--- src/rtl/oled_source_sched.sv ---
// Pixel-byte request scheduler between an OLED driver and two pattern sources.
// Each request goes to the current source; sources are switched only at frame boundaries.
module oled_source_sched #(
  parameter int unsigned TIMEOUT  = 16,
  parameter int unsigned LAST_ROW = 7,
  parameter int unsigned LAST_COL = 95
) (
  input  logic       clk,
  input  logic       rst,
  input  logic       read,
  input  logic [5:0] row_idx,
  input  logic [6:0] column_idx,
  output logic [7:0] data,
  output logic       ack,
  output logic       src0_read,
  output logic       src1_read,
  output logic [5:0] src_row_idx,
  output logic [6:0] src_column_idx,
  input  logic [7:0] src0_data,
  input  logic [7:0] src1_data,
  input  logic       src0_ack,
  input  logic       src1_ack,
  input  logic       sel_req,
  output logic       cur_src,
  output logic       frame_done,
  output logic       timeout_err,
  output logic       overrun_err
);

  localparam int unsigned CW = (TIMEOUT > 1) ? $clog2(TIMEOUT) : 1;

  typedef enum logic [1:0] {IDLE, WAIT_ACK, RESP} state_t;

  state_t        state;
  logic [CW-1:0] cnt;
  logic          pending;

  logic       sel_ack_c;
  logic [7:0] sel_data_c;
  logic       last_c;

  assign sel_ack_c  = cur_src ? src1_ack : src0_ack;
  assign sel_data_c = cur_src ? src1_data : src0_data;
  assign last_c     = (src_row_idx == 6'(LAST_ROW)) && (src_column_idx == 7'(LAST_COL));

  // Request FSM; strobes default low and are raised only on the cycle they apply to.
  always_ff @(posedge clk or posedge rst) begin
    if (rst) begin
      state          <= IDLE;
      cnt            <= '0;
      pending        <= 1'b0;
      data           <= 8'h00;
      ack            <= 1'b0;
      src0_read      <= 1'b0;
      src1_read      <= 1'b0;
      src_row_idx    <= 6'd0;
      src_column_idx <= 7'd0;
      cur_src        <= 1'b0;
      frame_done     <= 1'b0;
      timeout_err    <= 1'b0;
      overrun_err    <= 1'b0;
    end else begin
      src0_read  <= 1'b0;
      src1_read  <= 1'b0;
      ack        <= 1'b0;
      frame_done <= 1'b0;
      if (sel_req) pending <= 1'b1;
      case (state)
        IDLE: begin
          if (read) begin
            src_row_idx    <= row_idx;
            src_column_idx <= column_idx;
            src0_read      <= ~cur_src;
            src1_read      <= cur_src;
            cnt            <= '0;
            state          <= WAIT_ACK;
          end
        end
        WAIT_ACK: begin
          if (read) overrun_err <= 1'b1;
          if (sel_ack_c) begin
            data       <= sel_data_c;
            ack        <= 1'b1;
            frame_done <= last_c;
            state      <= RESP;
          end else if (cnt == CW'(TIMEOUT - 1)) begin
            data        <= 8'h00;
            timeout_err <= 1'b1;
            ack         <= 1'b1;
            frame_done  <= last_c;
            state       <= RESP;
          end else begin
            cnt <= cnt + CW'(1);
          end
        end
        RESP: begin
          if (read) overrun_err <= 1'b1;
          // Frame boundary: a sel_req landing on this very cycle also counts.
          if (last_c && (pending || sel_req)) begin
            cur_src <= ~cur_src;
            pending <= 1'b0;
          end
          state <= IDLE;
        end
        default: state <= IDLE;
      endcase
    end
  end

endmodule

--- config.mk ---
export PLATFORM = sky130hd
export DESIGN_NAME = oled_source_sched
export DESIGN_NICKNAME = d
export VERILOG_FILES = /design/src/rtl/oled_source_sched.sv
export SDC_FILE = /design/constraint.sdc
export NUM_CORES = 1
export LEC_CHECK = 0
export CAP_MARGIN = 20
export CORE_UTILIZATION = 40
export CTS_BUF_LIST = sky130_fd_sc_hd__clkbuf_4 sky130_fd_sc_hd__clkbuf_8
export CTS_CLUSTER_DIAMETER = 100
export DETAILED_ROUTE_END_ITERATION = 10
export PLACE_DENSITY = 0.78
export SETUP_SLACK_MARGIN = 0.1
export SYNTH_ARGS = -nofsm -noshare
export SYNTH_HDL_FRONTEND = slang
export SYNTH_SLANG_ARGS = --single-unit
--- constraint.sdc ---
create_clock -name clk -period 1.81 [get_ports clk]
set_clock_uncertainty 0.1 [all_clocks]
set_input_delay 0.362 -clock clk [delete_from_list [all_inputs] [get_ports clk]]
set_output_delay 0.362 -clock clk [all_outputs]
set_load 0.005 [all_outputs]
==> metrics.cfg <==
[synthesis]
synth-seq-cells = 35
syn_nets = 173
synth_area_leaders = dfrtp_1, mux2_2, mux2i_1, ha_1, o21ai_0
synth_edf_count = 0
avgSynthCellArea_um2 = 12.0
synth-simple-area-share_pct = 11.4
yosysTopAreaCellShare_pct = 54.7
synth.most_common_cell = dfrtp_1
ys_async_sr_fraction_pct = 100
synth_ff_type = dfrtp_1
yosys.area.top_type = dfrtp_1
synth_mux_area_share_pct = 17.4
ys_warn_count = 0
synth_common_cells = dfrtp_1, mux2_2, o21ai_0
seq_area_frac_synth_pct = 54.7
synth.distinct_cells = 32
synth_compound_area_share_pct = 9.15
synth_cells = 133
synth_fa_ha_area_share_pct = 3.91
synth_top_family_by_area = multiplexers
synth-xor-area-share_pct = 0.547
synth_area_um2 = 1600

[cts]
cts_root_buf = clkbuf_8
cts_made_buffers = 5
path_clk_slew_ns = 0.07
cts_tree = built
clock_path_buffers = 2
worstSkewPairLatency_ns = 0.29
cts_sinks = 35
htreeDepth = 2

[global_route]
grt_pass1_vias = 1341
antenna_found_initial = 0
track_usage_pct = 18.9
grt_max_degree = 36
grt_pass1_wl_um = 5890
overflow = 0

[die]
core_area_um2 = 3740
pin_count = 63
die_area_um2 = 4260
die_x_um = 65.3
die_h_um = 65.3
rows = 22
start_util_pct = 42.7

[place]
dp.cells = 250
dp_slack_ns = -0.0998
gp_congestion = 0.864
postPlaceCellArea_um2 = 2370
hpwlAfterDp_um = 2710
port_buffers = 62

[timing]
hold_violations = 0
slew_viol_final = 0
worst_pin_slew_ns = 0.432
slew_headroom_pct = 71.2
rsz0062_at_grt = yes
setup_slack_ns = 0.0772
max_freq_ghz = 0.577
timing.final.crit_period_ns = 1.73
finalCritPeriodShare_pct = 95.7
setup_viol = 0

[worst_setup_path]
worstPathMaxFanout = 6
critPathRequiredTime_ns = 1.93
cpLargestDelayFamily = simple AND/OR/NAND/NOR gates
end_kind = register
slowest_stage = or4_1
crit_chain = buf_6 > ha_4 > nand4_1 > o211ai_1 > or4_1 > nand3_1
crit_buf_inv = 1
crit_path_start_kind = register
crit_start = state[0]
cp_slowest_stage_delay_ns = 0.49
worst-endpoint-arrival_ns = 1.86
criticalPathCategory = reg -> reg
r2r_start = state[0]

[power_and_ir_drop]
p_leak_uw = 0.00108
power_density_nw_per_um2 = 1340
ir_drop_mv = 0.910

[final_layout]
final_util_pct = 67.8
finalNonFillerCells = 262
drive_gt1_share_pct = 24.8
final_area_um2 = 2540
fin_nets = 255
num_antenna_cells = 0
syn2layout_area_growth_pct = 58.6

[route]
drtIter0Drc = 43
dr.pass1.iters = 4
num_vias = 1344
routed_via_density = 5.13
wl_per_cell_um = 14.3
drtAntennaViolNets = 0
wl_um = 3750
drc = 0

[run_status]
run_status = finished, final reports clean

[flow_run]
maxCapViolCount = 0

[worst_hold_path]
hold_start = overrun_err
min_path_type = reg -> reg

per-layer routing:
metal,track usage (%),vias to the layer above,share of wire (%)
li1,-,631,-
met1,20.7,641,40
met2,31.8,62,48
met3,6.94,10,9.4
met4,9.78,0,2.1
met5,0,-,0
cell families (layout without fill, tap and decap cells):
kind of cell | count (synthesis) | after routing
compound gates | 21 | 21
xor+xnor | 1 | 1
fa+ha+maj | 5 | 5
buf+inv | 10 | 91
flops | 35 | 35
mux | 25 | 25
simple gates | 36 | 36
registers in the layout, indices dropped and copies added, names as in the netlist, 2 cells and up:
name and count:
data 8, src_column_idx 7, src_row_idx 6, cnt 4, state 2
placed cells by master, fill, tap and decap left out, types with 3 or more instances in the layout:
cell type / Yosys / final
nand2_1: 10 / 8
clkdlybuf4s50_1: 0 / 61
nand3_1: 11 / 11
nor2_1: 4 / 4
o21ai_0: 12 / 10
dfrtp_1: 35 / 35
mux2i_1: 9 / 9
mux2_4: 2 / 3
clkbuf_8: 0 / 5
nand4_1: 3 / 3
mux2_2: 14 / 13
buf_4: 0 / 15
per-stage QoR:
stage          hold slack [ns]  total power [uW]  setup TNS, ns
2_1_floorplan            0.351              1890              0
3_5_place_dp             0.347              2720         -0.433
6_report                 0.359              3410              0
4_1_cts                  0.361              3320              0
5_1_grt                  0.402              3620        -0.0107
3_3_place_gp             0.341              2670         -0.203
final cells by class:
type / count / area (um^2)
clock buffer: 6 / 76.3
fill: 291 / 1210
inverter: 5 / 22.5
multi-input combinational: 88 / 719
sequential: 35 / 876
tap: 48 / 60.1
timing repair buffer: 80 / 783
worst paths after layout:
path / end / slack, ns / depth (start not counted)
worst max-delay path: cnt[3] / 0.08 / 6
worst min-delay path: overrun_err / 0.36 / 1
worst max register to register: cnt[3] / 0.08 / 6
worst min register to register: overrun_err / 0.36 / 1
max in group asynchronous: data[0] / 0.92 / 3
min in group asynchronous: src_column_idx[2] / 0.38 / 3
power breakdown:
| group | internal, uW | total (uW) | switching, uW |
|---|---|---|---|
| logic | 1030 | 1590 | 560 |
| registers | 1080 | 1300 | 227 |
| clock network | 271 | 522 | 251 |
| total | 2370 | 3410 | 1040 |
what timing repair did:
action / CTS / global route
setup endpoints to repair: 5 / 6
buffers inserted: 3 / 3
pin swaps: 0 / 6
resized for setup: 3 / 12
hold buffers: 0 / 0
No activity file was read; power rests on OpenSTA's default activity.
==> edit, RTL diff (config.mk and constraints unchanged) <==
Set the parameter `TIMEOUT` to 8 (it was 16).
--- a/src/rtl/oled_source_sched.sv
+++ b/src/rtl/oled_source_sched.sv
@@ -3,3 +3,3 @@
 module oled_source_sched #(
-  parameter int unsigned TIMEOUT  = 16,
+  parameter int unsigned TIMEOUT  = 8,
   parameter int unsigned LAST_ROW = 7,
Formal check against the unedited RTL: not equivalent (a bounded check fails within 10 cycles, from zero or initial values and one cycle with rst high).
==> edit against the unedited design <==
Combinational power shrank 17%. Area after synthesis is 5.0% lower. Count of clock-buffer cells in the layout grew 1. Power fell by 7.8%. First-iteration DRC count is 12% lower. Sequential cell count decreased by 1. Utilization fell by 1.6 points. Critical path depth fell by 5. Final cell count down 6.5%. Critical path type is now reg2out. Worst setup slack better by 0.088 ns. Critical endpoint is now src_column_idx[2]. Largest cell class unchanged. Routed wire length down 6.4%. Cell area decreased by 4.6%. Sequential share of layout area up 0.63 points.
==> edit: results (changes against the unedited design) <==
The static leakage is 1.06 nW (-1.6%). The clock period minus worst slack came out at 1.64 ns (-0.0884 ns). The slowest stage of the critical path is the sky130_fd_sc_hd__clkdlybuf4s50_1 cell. The detailed router's first-iteration violation count is 38 (-12%). The distinct cell type count after synthesis came out at 30 (-6.3%). The worst setup slack for register-to-register paths came out at 0.18 ns (+0.10 ns). The detailed placer's ending HPWL came to 2550 um (-5.8%). The critical path starts at src_column_idx[2]. The flow ran to the end, and the final reports show no timing, DRC or antenna violations. The relative max-transition margin came to 0.727 (+0.0147). The largest voltage drop on the vdd net is 0.660 mV (-27%). The synthesized netlist cell count is 119 (-11%).

By area the synthesized netlist is led by sky130_fd_sc_hd__dfrtp_1 (56%), sky130_fd_sc_hd__mux2_1 (10%), sky130_fd_sc_hd__mux2i_1 (5.3%). The cell type group with the largest total delay on the critical path is buffers and inverters. The share of final-layout standard cells stronger than drive strength 1 is 0.152 (-0.0954).

The worst register-to-register path begins at cur_src. The maximum number of pins on one net before global-route repair was 35 (-2.8%). The detail-routed net length per standard cell is 14.3 um (+0.13%). The global-route wire length before repair is 5640 um (-4.2%). The number of placed cells counting well taps came out at 234 (-6.4%).

The biggest cell delay along the critical path is 0.52 ns (+0.03 ns). Ranked by instance count, the synthesized netlist is headed by sky130_fd_sc_hd__dfrtp_1 (34), sky130_fd_sc_hd__mux2_1 (14), sky130_fd_sc_hd__mux2i_1 (8), sky130_fd_sc_hd__o2bb2ai_1 (8). The critical path capture point is src_column_idx[2]. The number of buffers inserted during clock tree synthesis came out at 5 (unchanged).

The total global-route track usage came out at 0.188 (-0.00159). In the final layout, the registers with the most flip-flops are data (8), src_column_idx (7), src_row_idx (6). The final net count is 237 (-7.1%). The total via count in the routed design was 1,225 (-8.9%). The maximum fanout encountered on the critical timing path came out at 3 (-3). In this run the critical register-to-register path is captured at cnt[2]. The number of non-filler instances in the completed layout came to 245 (-6.5%). The post-synthesis sequential area ratio came out at 0.560 (+0.0124). The cell count of the worst reg-to-reg path came out at 5 (-1). The synthesized net count is 160 (-7.5%). The data arrival time of the critical path is 1.18 ns (-0.68 ns). The placement-stage cell area is 2260 um^2 (-4.7%).
edit: cell count changes in the layout (fill, tap and decap cells not counted), moves of 3 or more:
| cell | change |
|---|---|
| sky130_fd_sc_hd__nand3_1 | -11 |
| sky130_fd_sc_hd__mux2_1 | +14 |
| sky130_fd_sc_hd__o2bb2ai_1 | +8 |
| sky130_fd_sc_hd__buf_4 | -5 |
| sky130_fd_sc_hd__nand4_1 | -3 |
| sky130_fd_sc_hd__o21ai_0 | -7 |
| sky130_fd_sc_hd__mux2_2 | -13 |
edit: how the worst min path moves through the flow:
| stage | start | end | slack, ns | depth (start not counted) |
|---|---|---|---|---|
| floorplan | overrun_err | overrun_err | 0.35 | 1 |
| global placement | overrun_err | overrun_err | 0.34 | 1 |
| detailed placement | overrun_err | overrun_err | 0.35 | 1 |
| CTS | timeout_err | timeout_err | 0.38 | 1 |
| global route | timeout_err | timeout_err | 0.40 | 1 |
| finish | timeout_err | timeout_err | 0.37 | 1 |
edit: cell families (layout without fill, tap and decap cells):
kind of cell | count (synthesis) | after routing | share of synthesized area
adder cells (fa/ha/maj) | 6 | 6 | 0.0494
AO/OA/AOI/OAI | 20 | 20 | 0.0971
XOR/XNOR | 1 | 1 | 0.00576
buffers and inverters | 9 | 87 | 0.0247
flip-flops | 34 | 34 | 0.560
AND/OR/NAND/NOR | 26 | 26 | 0.0971
multiplexers | 23 | 23 | 0.166
edit: per-stage QoR:
stage               hold slack (ns)   util  total power [W]  TNS, ns
finish                        0.370  0.661          0.00315        0
global route                  0.395  0.661          0.00336        0
CTS                           0.381  0.648          0.00315        0
detailed placement            0.347  0.618          0.00254   -0.296
global placement              0.345  0.618          0.00249  -0.0839
floorplan                     0.351      -          0.00177        0
edit: cell type report:
cell class | count | area, um^2
inverter | 5 | 18.8
tap | 48 | 60.1
timing repair buffer | 74 | 732
clock buffer | 7 | 90.1
multi-input combinational | 76 | 664
fill | 288 | 1240
sequential | 34 | 851
clock inverter | 1 | 5.00
edit: power breakdown:
part / leakage, nW / internal, W / switching (W) / total [W]
combinational: 0.591 / 0.000831 / 0.000484 / 0.00132
sequential: 0.417 / 0.00105 / 0.000201 / 0.00125
clock: 0.0517 / 0.000321 / 0.000258 / 0.000579
edit: timing repair:
item / 4_1_cts / 5_1_grt
resized for setup: 2 / 8
setup buffers: 1 / 2
pin swaps: 0 / 3
setup endpoints to repair: 3 / 26
edit: layer usage:
| metal | GRT usage | vias up | wire [um] |
|---|---|---|---|
| met4 | 0.0938 | 0 | 94 |
| met1 | 0.201 | 571 | 1410 |
| met3 | 0.0851 | 10 | 336 |
| li1 | - | 583 | - |
| met2 | 0.309 | 61 | 1670 |
| met5 | 0 | - | 0 |
